===== src/rtl/rv32imf_apu_result_buffer_if.sv =====
// Bundle between the APU response side, the EX-stage writeback mux and the
// decode-stage dependency check for the APU result buffer.
interface rv32imf_apu_result_buffer_if #(
    parameter int unsigned DEPTH   = 2,
    parameter int unsigned DATA_W  = 32,
    parameter int unsigned ADDR_W  = 6,
    parameter int unsigned FLAGS_W = 5,
    parameter int unsigned NUM_RD  = 3
);
    localparam int unsigned CNT_W = $clog2(DEPTH + 1);

    logic                     apu_rvalid_i;
    logic [DATA_W-1:0]        apu_result_i;
    logic [ADDR_W-1:0]        apu_waddr_i;
    logic [FLAGS_W-1:0]       apu_flags_i;
    logic                     wb_block_i;
    logic                     wb_valid_o;
    logic [ADDR_W-1:0]        wb_waddr_o;
    logic [DATA_W-1:0]        wb_wdata_o;
    logic                     fflags_we_o;
    logic [FLAGS_W-1:0]       fflags_o;
    logic [NUM_RD*ADDR_W-1:0] rd_addr_i;
    logic [NUM_RD-1:0]        rd_valid_i;
    logic                     rd_dep_o;
    logic [CNT_W-1:0]         count_o;
    logic                     full_o;
    logic                     busy_o;
    logic                     overflow_o;

    modport master (
        output apu_rvalid_i, apu_result_i, apu_waddr_i, apu_flags_i, wb_block_i,
               rd_addr_i, rd_valid_i,
        input  wb_valid_o, wb_waddr_o, wb_wdata_o, fflags_we_o, fflags_o, rd_dep_o,
               count_o, full_o, busy_o, overflow_o
    );

    modport slave (
        input  apu_rvalid_i, apu_result_i, apu_waddr_i, apu_flags_i, wb_block_i,
               rd_addr_i, rd_valid_i,
        output wb_valid_o, wb_waddr_o, wb_wdata_o, fflags_we_o, fflags_o, rd_dep_o,
               count_o, full_o, busy_o, overflow_o
    );
endinterface


===== src/rtl/rv32imf_apu_result_buffer.sv =====
// In-order FIFO holding APU/FPU results while the writeback port is blocked,
// with zero-latency bypass when empty, sticky overflow and pending-write dependency check.
module rv32imf_apu_result_buffer #(
    parameter int unsigned DEPTH   = 2,
    parameter int unsigned DATA_W  = 32,
    parameter int unsigned ADDR_W  = 6,
    parameter int unsigned FLAGS_W = 5,
    parameter int unsigned NUM_RD  = 3
) (
    input logic                         clk,
    input logic                         rst_n,
    rv32imf_apu_result_buffer_if.slave  bus
);
    localparam int unsigned CNT_W = $clog2(DEPTH + 1);
    localparam int unsigned PTR_W = (DEPTH > 1) ? $clog2(DEPTH) : 1;

    logic [DATA_W-1:0]  data_q  [DEPTH];
    logic [ADDR_W-1:0]  addr_q  [DEPTH];
    logic [FLAGS_W-1:0] flags_q [DEPTH];
    logic [DEPTH-1:0]   occ_q;
    logic [PTR_W-1:0]   rd_ptr_q, wr_ptr_q;
    logic [CNT_W-1:0]   count_q;
    logic               overflow_q;

    logic busy, full, push_req, push, pop, drop, wb_valid, rd_dep;

    function automatic logic [PTR_W-1:0] next_ptr(input logic [PTR_W-1:0] p);
        return (p == PTR_W'(DEPTH - 1)) ? '0 : p + PTR_W'(1);
    endfunction

    assign busy     = (count_q != '0);
    assign full     = (count_q == CNT_W'(DEPTH));
    // Anything arriving behind buffered entries must queue to keep program order.
    assign push_req = bus.apu_rvalid_i & (bus.wb_block_i | busy);
    assign pop      = busy & ~bus.wb_block_i;
    assign push     = push_req & (~full | pop);
    assign drop     = push_req & full & ~pop;
    assign wb_valid = rst_n & ~bus.wb_block_i & (busy | bus.apu_rvalid_i);

    always_comb begin
        rd_dep = 1'b0;
        for (int i = 0; i < int'(NUM_RD); i++) begin
            for (int j = 0; j < int'(DEPTH); j++) begin
                if (occ_q[j] && bus.rd_valid_i[i] &&
                    (bus.rd_addr_i[i*ADDR_W +: ADDR_W] == addr_q[j])) begin
                    rd_dep = 1'b1;
                end
            end
        end
    end

    assign bus.wb_valid_o  = wb_valid;
    assign bus.fflags_we_o = wb_valid;
    assign bus.wb_waddr_o  = busy ? addr_q[rd_ptr_q]  : bus.apu_waddr_i;
    assign bus.wb_wdata_o  = busy ? data_q[rd_ptr_q]  : bus.apu_result_i;
    assign bus.fflags_o    = busy ? flags_q[rd_ptr_q] : bus.apu_flags_i;
    assign bus.rd_dep_o    = rd_dep;
    assign bus.count_o     = count_q;
    assign bus.full_o      = full;
    assign bus.busy_o      = busy;
    assign bus.overflow_o  = overflow_q;

    always_ff @(posedge clk or negedge rst_n) begin
        if (!rst_n) begin
            rd_ptr_q   <= '0;
            wr_ptr_q   <= '0;
            count_q    <= '0;
            overflow_q <= 1'b0;
            occ_q      <= '0;
            for (int j = 0; j < int'(DEPTH); j++) begin
                data_q[j]  <= '0;
                addr_q[j]  <= '0;
                flags_q[j] <= '0;
            end
        end else begin
            if (pop) begin
                rd_ptr_q        <= next_ptr(rd_ptr_q);
                occ_q[rd_ptr_q] <= 1'b0;
            end
            // When full, the freed slot and the write slot coincide; the set wins.
            if (push) begin
                wr_ptr_q          <= next_ptr(wr_ptr_q);
                occ_q[wr_ptr_q]   <= 1'b1;
                data_q[wr_ptr_q]  <= bus.apu_result_i;
                addr_q[wr_ptr_q]  <= bus.apu_waddr_i;
                flags_q[wr_ptr_q] <= bus.apu_flags_i;
            end
            count_q <= count_q + CNT_W'(push) - CNT_W'(pop);
            if (drop) begin
                overflow_q <= 1'b1;
            end
        end
    end
endmodule


===== src/flat_wrapper.sv =====
// flat-port wrapper written by rule: the top's interface ports become plain ports
module rv32imf_apu_result_buffer_flat 
#(
    parameter int unsigned DEPTH   = 2,
    parameter int unsigned DATA_W  = 32,
    parameter int unsigned ADDR_W  = 6,
    parameter int unsigned FLAGS_W = 5,
    parameter int unsigned NUM_RD  = 3
)
  (clk, rst_n, bus_apu_rvalid_i, bus_apu_result_i, bus_apu_waddr_i, bus_apu_flags_i, bus_wb_block_i, bus_rd_addr_i, bus_rd_valid_i, bus_wb_valid_o, bus_wb_waddr_o, bus_wb_wdata_o, bus_fflags_we_o, bus_fflags_o, bus_rd_dep_o, bus_count_o, bus_full_o, bus_busy_o, bus_overflow_o);
  rv32imf_apu_result_buffer_if #(.DEPTH(DEPTH), .DATA_W(DATA_W), .ADDR_W(ADDR_W), .FLAGS_W(FLAGS_W), .NUM_RD(NUM_RD)) bus_i ();
  input logic clk;
  input logic rst_n;
  input wire logic [$bits(bus_i.apu_rvalid_i)-1:0] bus_apu_rvalid_i;
  input wire logic [$bits(bus_i.apu_result_i)-1:0] bus_apu_result_i;
  input wire logic [$bits(bus_i.apu_waddr_i)-1:0] bus_apu_waddr_i;
  input wire logic [$bits(bus_i.apu_flags_i)-1:0] bus_apu_flags_i;
  input wire logic [$bits(bus_i.wb_block_i)-1:0] bus_wb_block_i;
  input wire logic [$bits(bus_i.rd_addr_i)-1:0] bus_rd_addr_i;
  input wire logic [$bits(bus_i.rd_valid_i)-1:0] bus_rd_valid_i;
  output wire logic [$bits(bus_i.wb_valid_o)-1:0] bus_wb_valid_o;
  output wire logic [$bits(bus_i.wb_waddr_o)-1:0] bus_wb_waddr_o;
  output wire logic [$bits(bus_i.wb_wdata_o)-1:0] bus_wb_wdata_o;
  output wire logic [$bits(bus_i.fflags_we_o)-1:0] bus_fflags_we_o;
  output wire logic [$bits(bus_i.fflags_o)-1:0] bus_fflags_o;
  output wire logic [$bits(bus_i.rd_dep_o)-1:0] bus_rd_dep_o;
  output wire logic [$bits(bus_i.count_o)-1:0] bus_count_o;
  output wire logic [$bits(bus_i.full_o)-1:0] bus_full_o;
  output wire logic [$bits(bus_i.busy_o)-1:0] bus_busy_o;
  output wire logic [$bits(bus_i.overflow_o)-1:0] bus_overflow_o;
  assign bus_i.apu_rvalid_i = bus_apu_rvalid_i;
  assign bus_i.apu_result_i = bus_apu_result_i;
  assign bus_i.apu_waddr_i = bus_apu_waddr_i;
  assign bus_i.apu_flags_i = bus_apu_flags_i;
  assign bus_i.wb_block_i = bus_wb_block_i;
  assign bus_i.rd_addr_i = bus_rd_addr_i;
  assign bus_i.rd_valid_i = bus_rd_valid_i;
  assign bus_wb_valid_o = bus_i.wb_valid_o;
  assign bus_wb_waddr_o = bus_i.wb_waddr_o;
  assign bus_wb_wdata_o = bus_i.wb_wdata_o;
  assign bus_fflags_we_o = bus_i.fflags_we_o;
  assign bus_fflags_o = bus_i.fflags_o;
  assign bus_rd_dep_o = bus_i.rd_dep_o;
  assign bus_count_o = bus_i.count_o;
  assign bus_full_o = bus_i.full_o;
  assign bus_busy_o = bus_i.busy_o;
  assign bus_overflow_o = bus_i.overflow_o;
  rv32imf_apu_result_buffer #(.DEPTH(DEPTH), .DATA_W(DATA_W), .ADDR_W(ADDR_W), .FLAGS_W(FLAGS_W), .NUM_RD(NUM_RD)) u_core (.clk(clk), .rst_n(rst_n), .bus(bus_i));
endmodule

===== config.mk =====
export PLATFORM = sky130hd
export DESIGN_NAME = rv32imf_apu_result_buffer_flat
export DESIGN_NICKNAME = d
export VERILOG_FILES = /design/src/rtl/rv32imf_apu_result_buffer_if.sv /design/src/rtl/rv32imf_apu_result_buffer.sv /design/src/flat_wrapper.sv
export SDC_FILE = /design/constraint.sdc
export NUM_CORES = 1
export LEC_CHECK = 0
export ABC_AREA = 1
export CAP_MARGIN = 25
export CORE_MARGIN = 2
export CORE_UTILIZATION = 43
export CTS_CLUSTER_SIZE = 8
export DETAILED_ROUTE_END_ITERATION = 16
export PLACE_DENSITY = 0.71
export SYNTH_ARGS = -nofsm -noshare
export SYNTH_HDL_FRONTEND = slang
export SYNTH_SLANG_ARGS = --single-unit

===== constraint.sdc =====
create_clock -name clk -period 2.34 [get_ports clk]
set_clock_uncertainty 0.2 [all_clocks]
set_input_delay 0.468 -clock clk [delete_from_list [all_inputs] [get_ports clk]]
set_output_delay 0.468 -clock clk [all_outputs]
set_load 0.005 [all_outputs]

=== Word-level counts from Yosys, hierarchy flattened ===
Cells that the tools add are included.

* Muxes and demuxes: 35
* $add $sub $neg: 4
* Eq/ne operators: 7
* $lt $le $gt $ge: 7
* Bitwise logic cells: 18
* Reductions and logical operators: 16

{| class="wikitable"
|+ Operator list
! kind !! count
|-
| 32-bit 2-to-1 mux || 5
|-
| 64-bit bitwise mux || 1
|-
| 6-bit == test || 6
|-
| 32-bit demux with 1-bit select || 1
|-
| 6-bit 2-to-1 mux || 5
|-
| 5-bit 2-to-1 mux || 5
|-
| 1-bit logical AND || 15
|-
| 12-bit bitwise mux || 1
|-
| 10-bit bitwise mux || 1
|-
| 1-bit 2-to-1 mux || 10
|-
| 1-bit bitwise AND || 7
|-
| 6-bit demux with 1-bit select || 1
|-
| 5-bit demux with 1-bit select || 1
|-
| 2-bit >= comparator (second input constant) || 2
|-
| 1-bit by 2-bit < comparator with 1-bit output (second input constant) || 2
|-
| 2-bit 2-to-1 mux || 2
|-
| 1-bit inverter with 2-bit output || 2
|-
| 1-bit inverter || 3
|-
| 1-bit OR || 3
|-
| 1-bit adder (second input constant) || 2
|-
| 2-bit by 1-bit adder with 2-bit output || 1
|-
| 2-bit bitwise AND || 1
|-
| 1-bit demux with 1-bit select || 2
|-
| 2-bit == test (second input constant) || 1
|-
| 6 further kinds || 7
|}

* Input bits: 68
* Logic and storage cells: 98
* Output and inout port bits: 51
* Flip-flop bits (word level): 93

=== Longest topological paths before layout ===
Gate-level depths: netlist (run 1).

* Depth in word-level cells: 9
* Gate-level depth with buffers: 10

=== Worst setup path before layout (run 1) ===
Ideal clock, no wire load.

* Path type: register to register
* From: register u_core.count_q[1], in the netlist u_core.bus.count_o[1]
* To: register u_core.count_q[1], in the netlist u_core.bus.count_o[1]
* Path slack: 0.434 ns
* Period minus slack after synthesis: 1.906 ns
* Data required time: 2.011 ns
* Cell stages (with the launch flop): 11
* Arrival: 1.577 ns
* Setup time: 0.129 ns
* Path through: dfrtp_1 inv_2 nand2_1 buf_4 inv_2 nor2_1 ha_1 inv_1 ha_1 xnor2_1 xor2_1

* Word-level cells in the longest chain between the ends: 6
* Elaborated cells on any way between the ends: 10

{| class="wikitable"
|+ RTL lines
! element !! line !! source
|-
| start, declared || rv32imf_apu_result_buffer.sv:22 || <nowiki>logic [CNT_W-1:0] count_q;</nowiki>
|-
| start signal, assigned || rv32imf_apu_result_buffer.sv:88 || <nowiki>count_q <= count_q + CNT_W'(push) - CNT_W'(pop);</nowiki>
|-
| 2-bit nonzero test (*) || rv32imf_apu_result_buffer.sv:31 || <nowiki>assign busy = (count_q != '0);</nowiki>
|-
| via bus_busy_o || flat_wrapper.sv:29 || <nowiki>output wire logic [$bits(bus_i.busy_o)-1:0] bus_busy_o;</nowiki>
|-
| 1-bit bitwise AND (*) || rv32imf_apu_result_buffer.sv:35 || <nowiki>assign pop = busy & ~bus.wb_block_i;</nowiki>
|-
| via u_core.pop || rv32imf_apu_result_buffer.sv:25 || <nowiki>logic busy, full, push_req, push, pop, drop, wb_valid, rd_dep;</nowiki>
|-
| 1-bit OR || rv32imf_apu_result_buffer.sv:36 || <nowiki>assign push = push_req & (~full | pop);</nowiki>
|-
| 1-bit bitwise AND || rv32imf_apu_result_buffer.sv:36 ||
|-
| 2-bit by 1-bit adder with 2-bit output || rv32imf_apu_result_buffer.sv:88 ||
|-
| 2-bit by 1-bit subtractor with 2-bit output (*) || rv32imf_apu_result_buffer.sv:88 ||
|}

The timed path passes the listed nets; every way through them passes the cells marked *.
A chain may end at the register's enable or synchronous reset.

=== Worst setup path after layout (run 1) ===
* From: register u_core.count_q[1], in the netlist u_core.bus.count_o[1]
* To: output port bus_wb_wdata_o[9]

* Word-level cells in the longest chain between the ends: 2

{| class="wikitable"
|+ RTL lines
! element !! line !! source
|-
| 2-bit nonzero test || rv32imf_apu_result_buffer.sv:31 ||
|-
| 32-bit 2-to-1 mux || rv32imf_apu_result_buffer.sv:55 || <nowiki>assign bus.wb_wdata_o = busy ? data_q[rd_ptr_q] : bus.apu_result_i;</nowiki>
|-
| end, declared || flat_wrapper.sv:23 || <nowiki>output wire logic [$bits(bus_i.wb_wdata_o)-1:0] bus_wb_wdata_o;</nowiki>
|}

Every way passes these cells.

==> impl_metrics.csv, run 1 <==
group,metric,value,unit
sta,timing.final.crit_share,98.5,%
drt,wire_per_inst,15.7,um
sta,slew_headroom,58.9,%
clock_network,cts_buffers,9,
worst_setup_path,required,1670,ps
sta,rsz0062_at_grt,"yes",
pwr,irDropWorstVdd,0.637,mV
floorplanning,coreArea,11400,sq um
floorplanning,ios,119,
global_route,grt_first_pass_wirelength,25900,um
pwr,power_density,1360,nW/um^2
floorplanning,dieArea,12600,sq um
drt,initialDrtViolationCount,351,
synth,synth_area,5040,sq um
global_route,grt_pass1_vias,5333,
cells_and_area,layout.nets,913,
drt,drtPass1Iterations,5,
sta,period_minus_slack,2300,ps
floorplanning,chipHeight,112,um
synth,ys_seq_elements,93,
worst_setup_path,cp_max_fo,11,
cells_and_area,layout-drive-gt1-share,21.3,%
clock_network,postCtsHoldBufs,0,
drt,dr_total_vias,5145,
synth,synth_nets,742,
sta,finalMaxSlewViolations,0,
cells_and_area,instances_no_fill,991,
floorplanning,core.rowCount,39,
clock_network,cts_max_path_buffers,2,
synth,synth_cells,672,
clock_network,htree_levels,3,
floorplanning,initial_utilization,44.2,%
job,max_cap_violations,0,
sta,setup_ws,35.9,ps
cells_and_area,fill_cells,1022,
pwr,leakage,3.81,nW
worst_setup_path,path_class,"reg2out",
sta,finalSetupViolCount,0,
sta,finalHoldViolations,0,
worst_setup_path,worstSetupEndpointType,"primary output",
drt,wl,15500,um
synth,ys_seq_area_share,46.1,%
placement,dp_slack,-430,ps
global_route,grt.overflow.total,0,
floorplanning,die_width,112,um
worst_setup_path,worst_r2r_startpoint,"u_core.bus.count_o[1]",
clock_network,cts-root-buf,"clkbuf_16",
clock_network,clk_pin_slew,70,ps
clock_network,cts_tree,"done",
clock_network,clock_latency,340,ps
hold_path,hold_path_class,"in2async",
synth,yosys_most_used_dff,"dfrtp_1",
placement,io_buffers,118,
synth,syn_avg_cell_area,7.51,sq um
cells_and_area,area_growth,44.1,%
synth,synth-edff-count,0,
sta,holdWs,63.6,ps
worst_setup_path,startpoint,"u_core.bus.count_o[1]",
worst_setup_path,start_kind,"flop",
drt,route.detailed.drc,0,
global_route,antenna_found_initial,0,
synth,ys_async_sr_fraction,100,%
drt,routed_via_density,5.19,
global_route,grt_max_degree,49,
sta,max_freq,434,MHz
cells_and_area,antenna_cells,0,
worst_setup_path,cp.arrival,1640,ps
global_route,grt_use_total,25.3,%
placement,dp_hpwl,10300,um
placement,numPlacedInstances,957,
drt,final_antenna_net_count,0,
clock_network,cts_sinks,93,
placement,place_congestion,0.880,
synth,ys_warn_count,0,
sta,worstMarginPinSlew,617,ps
synth,post_synth_num_cell_types,24,
outcome,run_status,"complete, no violations",
-- layout by cell type, fill, tap and decap left out, types with 30 or more instances in the layout --
master | netlist | final
a21oi_1 | 53 | 44
a22oi_1 | 37 | 30
buf_4 | 2 | 64
clkdlybuf4s50_1 | 0 | 49
dfrtp_1 | 93 | 86
dlygate4sd2_1 | 0 | 30
inv_1 | 79 | 71
nand2_1 | 218 | 216
o21ai_0 | 48 | 46
o21ai_1 | 41 | 42
-- through the flow --
stage / utilization (%) / setup TNS, ps / area (sq um) / total power [mW]
5_1_grt: 63.7 / -54.7 / 7270 / 10.7
6_report: 63.7 / 0 / 7270 / 9.90
4_1_cts: 63.5 / -448 / 7250 / 9.94
2_1_floorplan: - / 0 / 5040 / 5.57
3_3_place_gp: 59.2 / -2040 / 6760 / 8.09
3_5_place_dp: 59.2 / -2010 / 6760 / 8.23
-- metal layers --
layer / global-route usage (%) / routed length (um) / vias up
met2: 44.1 / 7730 / 159
met5: 0 / 0 / -
li1: - / - / 2510
met4: 8.21 / 287 / 0
met1: 32.7 / 6730 / 2454
met3: 3.73 / 788 / 22
-- worst paths after layout --
path	to	slack, ps	cells after the start
setup / recovery	bus_wb_wdata_o[9]	40	7
hold / removal	u_core.bus.count_o[1]	60	2
hold reg to reg	u_core.data_q[40]	290	2
setup reg to reg	u_core.bus.count_o[1]	370	10
max in group asynchronous	u_core.addr_q[6]	1410	2
min in group clk	u_core.data_q[40]	290	2
-- repair_timing --
action | CTS | global route
pin swaps | 20 | 15
setup buffers | 10 | 6
resized for setup | 168 | 42
gates cloned | 5 | 1
endpoints found under the setup margin | 46 | 34
-- power breakdown --
part           internal (mW)  switching [mW]  total (mW)
clock network          0.889           0.615        1.50
logic                   2.59            2.87        5.46
registers               2.38           0.559        2.94
total                   5.86            4.04        9.90
-- synthesized netlist by cell type (all sizes together) (2+ instances only) --
library cell  number  area [sq um]
nand2            220           841
o21ai             99           533
dfrtp             93          2330
inv               83           312
a21oi             53           265
a22oi             37           278
nor2              31           131
buf               20           155
clkbuf            19          72.6
nand3              6          30.0
xnor2              4          35.0
ha                 2          25.0
xor2               2          17.5
-- area by class of cell --
type                    count  area [sq um]  share of cell area (%)
flip-flops and latches     93          2340                    32.1
multi-input cells         457          2270                    31.2
repair buffers            199          1850                    25.5
inverters                  83           322                    4.42
clock buffers              11           253                    3.48
well taps                 143           179                    2.46
clock inverters             5          57.6                   0.792
-- sequential cells by signal, indices dropped and copies added, names as in the netlist --
signal	count
u_core.rd_ptr_q	1
u_core.bus.overflow_o	1
u_core.occ_q	2
u_core.data_q	64
u_core.flags_q	10
u_core.bus.count_o	2
u_core.addr_q	12
u_core.wr_ptr_q	1
-- worst max-delay path, stage by stage (launching register included) --
cell and delay [ps]:
dfrtp_1 370, inv_2 60, nand2_4 100, inv_8 60
buf_12 140, buf_16 150, a22oi_1 240, buf_2 160
-- cells by family (layout without fill, tap and decap cells) --
group | count (synthesis) | in the layout | share of synthesized area (%)
DFF | 93 | 93 | 46.1
xor gates and xnor gates | 6 | 6 | 1.04
adders and majority gates | 2 | 2 | 0.496
and+or+nand+nor | 258 | 258 | 20.0
buffers and inverters | 122 | 298 | 10.7
AOI/OAI and AO/OA | 191 | 191 | 21.6
Note: power is estimated with default switching activity, not from simulation.
==> run 2, diff against run 1 <==
--- a/config.mk
+++ b/config.mk
@@ -7,8 +7,8 @@
 export LEC_CHECK = 0
 export ABC_AREA = 1
 export CAP_MARGIN = 25
-export CORE_MARGIN = 2
 export CORE_UTILIZATION = 43
+export CTS_BUF_LIST = sky130_fd_sc_hd__clkbuf_2 sky130_fd_sc_hd__clkbuf_4 sky130_fd_sc_hd__clkbuf_8
 export CTS_CLUSTER_SIZE = 8
 export DETAILED_ROUTE_END_ITERATION = 16
 export PLACE_DENSITY = 0.71
==> run 2 against run 1 <==
The run now ends with negative setup slack left; critical path depth increased by 2; global-route usage grew 0.41 points; sequential share of layout area grew 0.10 points; worst hold slack worse by 19 ps; fmax decreased by 3.9%; non-clock buffer count is 2 higher; combinational power is 4.6% higher; final area down 0.31%; critical path type unchanged; critical endpoint is now bus_wb_wdata_o[15]; highest routed layer unchanged.
==> impl_metrics.csv, run 2 (synthesis gave the netlist of run 1 again) <==
group,metric,value,unit
clock_network,cts-root-buf,"clkbuf_8",
drt,dr_total_vias,5165,
worst_setup_path,cp_slowest_cell,"dfrtp_1",
floorplanning,initial_utilization,44.2,%
cells_and_area,area_growth,43.7,%
job,max_cap_violations,0,
placement,place_congestion,0.958,
placement,io_buffers,118,
sta,max_freq,417,MHz
worst_setup_path,cp.arrival,1730,ps
drt,drtPass1Iterations,5,
sta,finalHoldViolations,0,
sta,worstMarginPinSlew,664,ps
drt,route.detailed.drc,0,
cells_and_area,layout.nets,915,
clock_network,cts_tree,"done",
floorplanning,chipHeight,110,um
floorplanning,core.rowCount,39,
sta,holdWs,44.9,ps
worst_setup_path,path_class,"reg2out",
global_route,grt_max_degree,53,
cells_and_area,antenna_cells,0,
sta,finalMaxSlewViolations,0,
cells_and_area,largestRegisters,"u_core.data_q: 64 flops, u_core.addr_q: 12 flops, u_core.flags_q: 10 flops",
drt,wl,15500,um
pwr,irDropWorstVdd,0.630,mV
sta,slew_headroom,55.8,%
drt,final_antenna_net_count,0,
clock_network,clock_latency,370,ps
cells_and_area,layout-drive-gt1-share,23.9,%
global_route,grt_pass1_vias,4979,
cells_and_area,largest_reg_flops,64,
worst_setup_path,start_kind,"flop",
clock_network,clk_pin_slew,90,ps
floorplanning,ios,119,
global_route,grt.overflow.total,0,
placement,dp_hpwl,10200,um
placement,numPlacedInstances,958,
sta,finalSetupViolCount,7,
clock_network,cts_sinks,93,
clock_network,cts_buffers,9,
cells_and_area,regMostFlops,"u_core.data_q",
worst_setup_path,required,1670,ps
worst_setup_path,worstSetupEndpointType,"primary output",
cells_and_area,layout_common_cells,"nand2_1, dfrtp_1, inv_1",
worst_setup_path,max_stage_delay,410,ps
worst_setup_path,crit_chain,"inv_2 -> nand2_4 -> inv_8 -> buf_12 -> buf_12 -> buf_16 -> a21oi_2 -> a22oi_2 -> buf_2",
sta,timing.final.crit_share,103,%
global_route,grt_use_total,25.7,%
placement,dp_slack,-422,ps
cells_and_area,layout_commonest_cell,"nand2_1",
clock_network,htree_levels,3,
cells_and_area,post-route-util,63.5,%
floorplanning,coreArea,11400,sq um
hold_path,hold_path_class,"in2async",
pwr,power_density,1350,nW/um^2
global_route,grt_first_pass_wirelength,24000,um
pwr,leakage,3.73,nW
global_route,antenna_found_initial,0,
cells_and_area,instances_no_fill,993,
floorplanning,dieArea,12200,sq um
sta,rsz0062_at_grt,"yes",
clock_network,cts_max_path_buffers,2,
drt,wire_per_inst,15.6,um
worst_setup_path,cp_max_fo,5,
outcome,run_status,"finished with violations",
worst_setup_path,cp_common_cell,"buf_12",
sta,setup_ws,-58.9,ps
floorplanning,die_width,110,um
outcome,violations,"negative setup slack",
drt,routed_via_density,5.20,
drt,initialDrtViolationCount,399,
sta,period_minus_slack,2400,ps
run 2: cell types whose count changed in the layout (fill, tap and decap cells not counted), moves of 3 or more:
cell and change:
dlymetal6s2s_1 -5, a21oi_2 +8, a22oi_1 -7, buf_2 +14
buf_12 +3, clkbuf_16 -9, a22oi_2 +7, dlygate4sd2_1 -6
inv_2 -6, inv_1 +6, clkbuf_4 +3, a21oi_1 -9
clkbuf_8 +8
run 2: power by group:
group	internal [mW]	switching [mW]
logic	2.73	2.98
registers	2.38	0.574
clock network	0.560	0.556
total	5.67	4.11
run 2: cell type report:
class / instances / area, sq um
clock buffer: 13 / 160
clock inverter: 3 / 45.0
fill: 1016 / 4170
inverter: 83 / 322
multi-input combinational: 457 / 2340
sequential: 93 / 2340
tap: 143 / 179
timing repair buffer: 201 / 1870
run 2: layer usage:
layer / global-route usage [%] / vias up / part of all wire [%]
li1: - / 2502 / -
met1: 33.1 / 2471 / 44
met2: 44.3 / 164 / 49
met3: 3.59 / 28 / 5.2
met4: 8.93 / 0 / 2.4
met5: 0 / - / 0
run 2: repair_timing:
item,CTS,global route
gates resized for setup,208,45
buffers inserted,11,3
setup endpoints to repair,46,46
pin swaps,18,18
gates cloned,5,1
hold buffers,0,0
run 2: stage by stage:
step	instance area (sq um)	power (mW)	setup TNS (ps)
finish	7250	9.78	-195
global route	7250	10.5	-2340
CTS	7180	9.62	-516
detailed placement	6790	8.29	-1740
global placement	6790	8.17	-1890
floorplan	5040	5.57	0
run 2: critical path: cells and delay by family (launching register included):
kind	cells	cell delay [ps]
compound gates	2	190
flops	1	410
buf+inv	6	670
simple gates	1	80
run 2: worst paths after layout:
| path | from | end | slack [ps] | cells past startpoint |
|---|---|---|---|---|
| worst min register to register | u_core.data_q[34] | u_core.data_q[34] | 290 | 2 |
| worst max register to register | u_core.bus.count_o[0] | u_core.bus.count_o[1] | 220 | 11 |
| min in group clk | u_core.data_q[34] | u_core.data_q[34] | 290 | 2 |
| worst max-delay path | u_core.bus.count_o[0] | bus_wb_wdata_o[15] | -60 | 9 |
| max in group asynchronous | rst_n | u_core.data_q[57] | 820 | 3 |
| worst min-delay path | rst_n | u_core.addr_q[1] | 40 | 2 |
